$ cat config.mk
export PLATFORM = sky130hd
export DESIGN_NAME = idu_dispatch_queue
export DESIGN_NICKNAME = d
export VERILOG_FILES = /design/src/rtl/idu_dispatch_queue_pkg.sv /design/src/rtl/idu_dispatch_queue.sv
export SDC_FILE = /design/constraint.sdc
export NUM_CORES = 1
export LEC_CHECK = 0
export CAP_MARGIN = 10
export CORE_AREA = 3 3 172 341
export DETAILED_ROUTE_END_ITERATION = 16
export DIE_AREA = 0 0 175 344
export GPL_TIMING_DRIVEN = 1
export MAX_ROUTING_LAYER = met4
export PLACE_DENSITY = 0.74
export SETUP_SLACK_MARGIN = 0.05
export SLEW_MARGIN = 10
export SYNTH_ARGS = -nofsm -noshare
export SYNTH_HDL_FRONTEND = slang
export SYNTH_SLANG_ARGS = --single-unit
$ cat constraint.sdc
create_clock -name clk -period 16.4 [get_ports clk]
set_clock_uncertainty 0.05 [all_clocks]
set_input_delay 1.64 -clock clk [delete_from_list [all_inputs] [get_ports clk]]
set_output_delay 1.64 -clock clk [all_outputs]
set_load 0.1 [all_outputs]
$ cat src/rtl/idu_dispatch_queue_pkg.sv
// idu_dispatch_queue_pkg: shared widths, queue depth and entry type for the IDU dispatch queue.
package idu_dispatch_queue_pkg;
  localparam int PC_WIDTH = 32;
  localparam int DATA_WIDTH = 32;
  localparam int SUPER_SCALAR_NUM = 2;
  localparam int DISP_QUEUE_DEPTH = 8;
  typedef struct packed {
    logic [PC_WIDTH-1:0]   pc;
    logic [DATA_WIDTH-1:0] inst;
  } disp_entry_t;
endpackage

$ cat src/rtl/idu_dispatch_queue.sv
// idu_dispatch_queue: two-wide in-order fetch buffer with show-ahead issue, stall hold and flush.
// Optional DISP_PERF_CNT_EN adds a saturating stall counter port.
module idu_dispatch_queue
  import idu_dispatch_queue_pkg::*;
#(
  parameter int DEPTH = DISP_QUEUE_DEPTH
) (
  input  logic                                   clk,
  input  logic                                   rst,
  input  logic [SUPER_SCALAR_NUM-1:0]            i_ifu_disp_vld,
  input  logic [SUPER_SCALAR_NUM*PC_WIDTH-1:0]   i_ifu_disp_pc,
  input  logic [SUPER_SCALAR_NUM*DATA_WIDTH-1:0] i_ifu_disp_inst,
  output logic                                   o_disp_ifu_rdy,
  input  logic                                   i_idu_dispatcher_stall_vld,
  input  logic                                   i_iex_disp_flush,
  output logic [SUPER_SCALAR_NUM-1:0]            o_disp_idu_vld,
  output logic [SUPER_SCALAR_NUM*PC_WIDTH-1:0]   o_disp_idu_pc,
  output logic [SUPER_SCALAR_NUM*DATA_WIDTH-1:0] o_disp_idu_inst
`ifdef DISP_PERF_CNT_EN
  ,
  output logic [31:0]                            o_disp_perf_stall_cnt
`endif
);
  localparam int AW = $clog2(DEPTH);
  localparam logic [AW:0] RDY_MAX = (AW+1)'(DEPTH - 2);
  disp_entry_t r_mem [DEPTH];
  logic [AW-1:0] r_wr_ptr, r_rd_ptr, w_wr_ptr1, w_rd_ptr1;
  logic [AW:0] r_count;
  logic [1:0] w_push_n, w_pop_n;
  disp_entry_t w_wr0, w_wr1, w_s0, w_s1;
  assign o_disp_ifu_rdy = r_count <= RDY_MAX;
  assign w_wr_ptr1 = r_wr_ptr + 1'b1;
  assign w_rd_ptr1 = r_rd_ptr + 1'b1;
  assign w_push_n = (o_disp_ifu_rdy && !i_iex_disp_flush) ?
                    {1'b0, i_ifu_disp_vld[0]} + {1'b0, i_ifu_disp_vld[1]} : 2'd0;
  assign o_disp_idu_vld = (r_count >= 2) ? 2'b11 : (r_count == 1) ? 2'b01 : 2'b00;
  assign w_pop_n = (i_idu_dispatcher_stall_vld || i_iex_disp_flush) ? 2'd0 :
                   {1'b0, o_disp_idu_vld[0]} + {1'b0, o_disp_idu_vld[1]};
  // A lone lane-1 instruction compacts into the wr_ptr slot
  assign w_wr0 = i_ifu_disp_vld[0] ? {i_ifu_disp_pc[PC_WIDTH-1:0], i_ifu_disp_inst[DATA_WIDTH-1:0]}
                                   : {i_ifu_disp_pc[PC_WIDTH +: PC_WIDTH], i_ifu_disp_inst[DATA_WIDTH +: DATA_WIDTH]};
  assign w_wr1 = {i_ifu_disp_pc[PC_WIDTH +: PC_WIDTH], i_ifu_disp_inst[DATA_WIDTH +: DATA_WIDTH]};
  assign w_s0 = r_mem[r_rd_ptr];
  assign w_s1 = r_mem[w_rd_ptr1];
  assign o_disp_idu_pc[PC_WIDTH-1:0] = o_disp_idu_vld[0] ? w_s0.pc : '0;
  assign o_disp_idu_pc[PC_WIDTH +: PC_WIDTH] = o_disp_idu_vld[1] ? w_s1.pc : '0;
  assign o_disp_idu_inst[DATA_WIDTH-1:0] = o_disp_idu_vld[0] ? w_s0.inst : '0;
  assign o_disp_idu_inst[DATA_WIDTH +: DATA_WIDTH] = o_disp_idu_vld[1] ? w_s1.inst : '0;
  always_ff @(posedge clk) begin
    if (w_push_n != 2'd0) r_mem[r_wr_ptr] <= w_wr0;
    if (w_push_n == 2'd2) r_mem[w_wr_ptr1] <= w_wr1;
  end
  always_ff @(posedge clk) begin
    if (rst || i_iex_disp_flush) begin
      r_wr_ptr <= '0;
      r_rd_ptr <= '0;
      r_count <= '0;
    end else begin
      r_wr_ptr <= r_wr_ptr + AW'(w_push_n);
      r_rd_ptr <= r_rd_ptr + AW'(w_pop_n);
      r_count <= r_count + (AW+1)'(w_push_n) - (AW+1)'(w_pop_n);
    end
  end
`ifdef DISP_PERF_CNT_EN
  logic [31:0] r_perf_cnt;
  always_ff @(posedge clk) begin
    if (rst) r_perf_cnt <= '0;
    else if (i_idu_dispatcher_stall_vld && |o_disp_idu_vld && !i_iex_disp_flush && !(&r_perf_cnt))
      r_perf_cnt <= r_perf_cnt + 32'd1;
  end
  assign o_disp_perf_stall_cnt = r_perf_cnt;
`endif
endmodule

=== After elaboration in Yosys (flattened, before gate mapping) ===
Memories as Yosys holds them, arrays and structs flattened. A register that Yosys moved wholly into a read port is not among the register bits.
Cells that the tools add are included.

* $add $sub $neg: 8
* $mul: 0
* Divide/modulo/power cells: 0
* Magnitude comparators: 2
* Eq/ne operators: 2
* Shift operators: 0
* Muxes and demuxes: 14
* Bitwise gates (word level): 0
* Reduce and logical (&&, ||, !) cells: 5

{| class="wikitable"
|+ Operators by type and width
! operator !! number
|-
| 2-to-1 mux 32 bit || 4
|-
| 2-to-1 mux 64 bit || 1
|-
| adder 3 x 1 -> 3 bit (second input constant) || 2
|-
| adder 3 x 2 -> 3 bit || 2
|-
| 2-to-1 mux 2 bit || 3
|-
| 2-to-1 mux 1 bit || 5
|-
| adder 1 x 1 -> 2 bit || 2
|-
| adder 4 x 2 -> 4 bit || 1
|-
| == test 4 x 1 -> 1 bit (second input constant) || 1
|-
| >= comparator 4 x 2 -> 1 bit (second input constant) || 1
|-
| less-or-equal comparator 4 x 3 -> 1 bit (second input constant) || 1
|-
| subtractor 4 x 2 -> 4 bit || 1
|-
| 2-to-1 mux 3 bit || 1
|-
| == test 2 bit (second input constant) || 1
|-
| logical OR 1 bit || 2
|-
| nonzero test 2 bit || 1
|-
| logical AND 1 bit || 1
|-
| logical NOT 1 bit || 1
|}

* Bits in registers: 10
* Latch bits: 0
* RAM bits: 512
* Memory bits (read-only): 0
* Bits of input ports: 134
* Logic and storage cells: 35
* Memories: 1

{| class="wikitable"
|+ Memory list
! memory !! words !! bits a word !! read ports !! clocked after memory_dff !! write ports !! RTL line !! source
|-
| r_mem || 8 || 64 || 2 || 1 || 2 || idu_dispatch_queue.sv:26 || <nowiki>disp_entry_t r_mem [DEPTH];</nowiki>
|}

=== Depth between registers and ports, before layout ===
* Word-level depth: 7
* Mapped depth: 13
* Mapped depth without buffers: 13

=== Least setup slack after synthesis ===
No wires, ideal clock.

* Path kind: input port to flip-flop
* Start: input port i_iex_disp_flush
* End: memory r_mem[3][0] (netlist name) (enable)
* Arrival time: 7.073 ns
* Path slack: 8.695 ns
* Stages: 4
* Cells stage by stage: buf_2 > a211oi_1 > nand2_1 > o31ai_1

{| class="wikitable"
|+ RTL lines
! item !! RTL line !! source
|-
| start: declaration || idu_dispatch_queue.sv:15 || <nowiki>input logic i_iex_disp_flush,</nowiki>
|-
| end: declaration || idu_dispatch_queue.sv:26 ||
|}

=== Worst setup path in the final report ===
* Start: register r_rd_ptr[0]
* End: output port o_disp_idu_inst[57]

* Cells in the longest elaborated chain, start to end: 3

{| class="wikitable"
|+ Ends and longest elaborated chain
! item !! RTL line !! source
|-
| start: declaration || idu_dispatch_queue.sv:27 || <nowiki>logic [AW-1:0] r_wr_ptr, r_rd_ptr, w_wr_ptr1, w_rd_ptr1;</nowiki>
|-
| start signal: assignment || idu_dispatch_queue.sv:60 || <nowiki>r_rd_ptr <= r_rd_ptr + AW'(w_pop_n);</nowiki>
|-
| adder 3 x 1 -> 3 bit || idu_dispatch_queue.sv:33 || <nowiki>assign w_rd_ptr1 = r_rd_ptr + 1'b1;</nowiki>
|-
| memory (8 x 64 bit) || - ||
|-
| 2-to-1 mux 32 bit || idu_dispatch_queue.sv:48 || <nowiki>assign o_disp_idu_inst[DATA_WIDTH +: DATA_WIDTH] = o_disp_idu_vld[1] ? w_s1.inst : '0;</nowiki>
|-
| end: declaration || idu_dispatch_queue.sv:18 || <nowiki>output logic [SUPER_SCALAR_NUM*DATA_WIDTH-1:0] o_disp_idu_inst</nowiki>
|}

No other way between the ends.

==> metrics <==
Hold Path Depth=2; pin count of the biggest net entering global routing=95; period utilization=40.03%; number of cells traversed by the worst register-to-register path=7; clock latency of the later-clocked register in the worst-skew pair=0.58 ns; category of the most critical setup path=reg -> out; count of routing violations after the opening detailed-route iteration=1656; clock root cell=clkbuf_16; Top Family by Delay on Critical Path=buffers and inverters; type of origin of the critical path=flop; Post CTS Setup Buffer Count=0; number of flops mapped to enable cells by yosys=512; Critical path origin=r_rd_ptr[0]; final hold vios=0; cell chain of the critical path=ha_4, buf_4, mux4_2, a22o_1, clkdlybuf4s50_1; reported max-cap violation count=0; Pwr per Cell Area=110.3 nW/um^2; startpoint of the most critical register-to-register path=r_count[3]; gp weighted congestion=0.8078; number of buffers on the longest clock path=3; IR drop worst, VDD=0.08845 mV; wire length of the first global-routing pass=129500 um; wire length reported by the detailed router=87660 um; cts-stage hold buffer count=0; fillers=4171; top cell type by total area after synthesis=edfxtp_1; Peak Freq=0.1523 GHz; CTS Buf Count=49; clock transition at the registers of the reported paths=0.07 ns; total number of vias=18560; number of stages on the worst setup path=5; outcome=completed; Critical Path Sink Type=output pin; Avg Synthesized Cell Area=17.84 um^2; vias per std cell=6.832; die area=60200 um^2; Core Area=56330 um^2; remaining number of nets flagged by the antenna check after routing=0; count of yosys warnings during synthesis=0; standard-cell rows=123; nets=2075; overall global routing resource usage=29.90%; IO Pins=265; width of the chip=175 um; GRT overflow=0; number of sinks handled by clock tree synthesis=522; Setup TNS Final=0 ns; highest net fanout along the worst path=60; htree depth=2; post_cts resized=0; most instantiated flip-flop cell in the synthesis netlist=edfxtp_1; Synth top area share=49.99%; post-synthesis instance area=30750 um^2; number of distinct library cells after synthesis=40; async set-or-reset flop fraction in the synthesized netlist=0%; TritonCTS clock tree=yes; flop and latch count out of synthesis=522; shortest clock period the worst path allows after layout=6.566 ns; Area Overhead vs Synth=14.98%; final number of max-transition violations=0; Pleak=11.24 nW; required time of the critical path=14.71 ns; highest cell delay on the worst timing path=1.17 ns; top cells by area in the synthesized netlist=edfxtp_1 50%, mux4_2 19%, mux2_2 15%; initial antenna violation count=5; RSZ-0062 raised after global routing=false; CP Buf/Inv Count=2; fraction of the yosys area taken by sequential cells=50.64%; headroom to the max-slew limit=24.57%; post-detailed-placement half-perimeter wirelength=51020 um; hold path start=r_rd_ptr[2]; DRT Pass-1 Iters=5; Initial Util=54.60%; transition time at the pin with the least slew margin=1.128 ns; routed length per instance=32.26 um; Post-Synthesis Cells=1724; layout cell share with drive strength beyond 1=43.17%; number of global-route vias before repair=20230; final-report setup violation count=0; synthesized netlist net count=1873; non-filler instance count after layout=2717; slowest CP cell=clkdlybuf4s50_1; detailed-route DRC error count=0; Worst Path Arrival=4.88 ns; vertical die dimension=344 um; Buffers on Ports=264; Cell Count Post-Placement=2625; Min-Delay Path Class=reg -> reg
[area by class of cell]
type                       count  area [um^2]  share of cell area, %
clock inverter                23        157.7                 0.4458
multi-input combinational   1041        14380                  40.65
timing repair buffer         301         2930                  8.286
inverter                      11        41.29                 0.1168
tap                          750        938.4                  2.654
antenna                        5        12.51                0.03538
clock buffer                  64         1325                  3.747
sequential                   522        15580                  44.06
[routing by layer]
layer	track usage [%]	part of all wire, %	vias to the layer above
li1	-	-	7704
met5	-	0	-
met3	4.583	6.8	211
met4	11.05	3.9	0
met1	34.18	36	9738
met2	53.29	54	910
[worst min-delay path: cells and delay by family, from the launching register on]
family	cells	cell delay, ns
XOR/XNOR	1	0.17
AND/OR/NAND/NOR	1	0.04
flip-flops	1	0.37
[power breakdown]
group,internal (mW),total (mW),switching (mW)
clock network,0.598,1.10,0.500
logic,0.367,1.27,0.903
registers,1.51,1.53,0.0186
total,2.48,3.90,1.42
[flip-flops by register name, indices dropped and copies added (netlist names)]
name / count
r_wr_ptr: 3
r_count: 4
r_rd_ptr: 3
r_mem: 512
[through the flow]
step                      total power, mW  utilization, %  instance area [um^2]  worst slack [ns]  hold WS (ns)
after global routing                3.998           62.78                 35360             9.678        0.5938
after global placement              2.817           60.13                 33870             10.39        0.5535
after floorplan                     2.475               -                 30750             8.695        0.4864
after CTS                           3.916           62.76                 35350             9.789        0.5742
after detailed placement            2.830           60.13                 33870             10.41        0.5654
final                               3.899           62.78                 35360             9.834        0.5754
[cell families after synthesis]
logic type	count (synthesis)	synth area share, %
and+or+nand+nor	45	0.8381
muxes	832	40.44
adders and majority gates	15	0.7079
xor gates and xnor gates	7	0.2238
DFF	522	50.64
buffers and inverters	161	3.161
AOI/OAI and AO/OA	142	3.991
[cell usage after synthesis, drive strengths merged (2+ instances only)]
cell type / number
xor2: 3
and3: 3
o21bai: 2
nor2: 12
clkbuf: 47
nand2b: 2
and4: 2
nand3: 2
dfxtp: 10
o31ai: 3
o21ai: 2
a21oi: 2
ha: 11
inv: 11
nor3: 3
and2: 7
nand4: 2
a22o: 128
buf: 103
a21o: 3
nor4b: 2
nor2b: 3
mux4: 256
mux2: 576
edfxtp: 512
xnor2: 4
nand2: 5
fa: 4
[final timing paths]
check	endpoint	slack (ns)
worst min-delay path	r_rd_ptr[2]	0.58
worst max-delay path	o_disp_idu_inst[57]	9.83
worst max register to register	r_mem[7][27]	12.27
worst min register to register	r_rd_ptr[2]	0.58
[layout by cell type (no fill, tap or decap), types with 3 or more instances in the layout]
| master | instances |
|---|---|
| edfxtp_1 | 512 |
| diode_2 | 5 |
| inv_1 | 11 |
| mux4_2 | 256 |
| mux2_2 | 417 |
| ha_1 | 10 |
| nand2_1 | 5 |
| and2_1 | 6 |
| clkbuf_1 | 13 |
| nor3_1 | 3 |
| buf_4 | 37 |
| dfxtp_1 | 8 |
| nor2_1 | 11 |
| o31ai_4 | 3 |
| clkinv_2 | 8 |
| mux2_1 | 110 |
| mux2_4 | 49 |
| xor2_1 | 3 |
| fa_1 | 4 |
| clkbuf_16 | 51 |
| clkdlybuf4s50_1 | 263 |
| xnor2_1 | 3 |
| a22o_1 | 128 |
| clkinv_1 | 11 |
No activity file was read; power rests on OpenSTA's default activity.
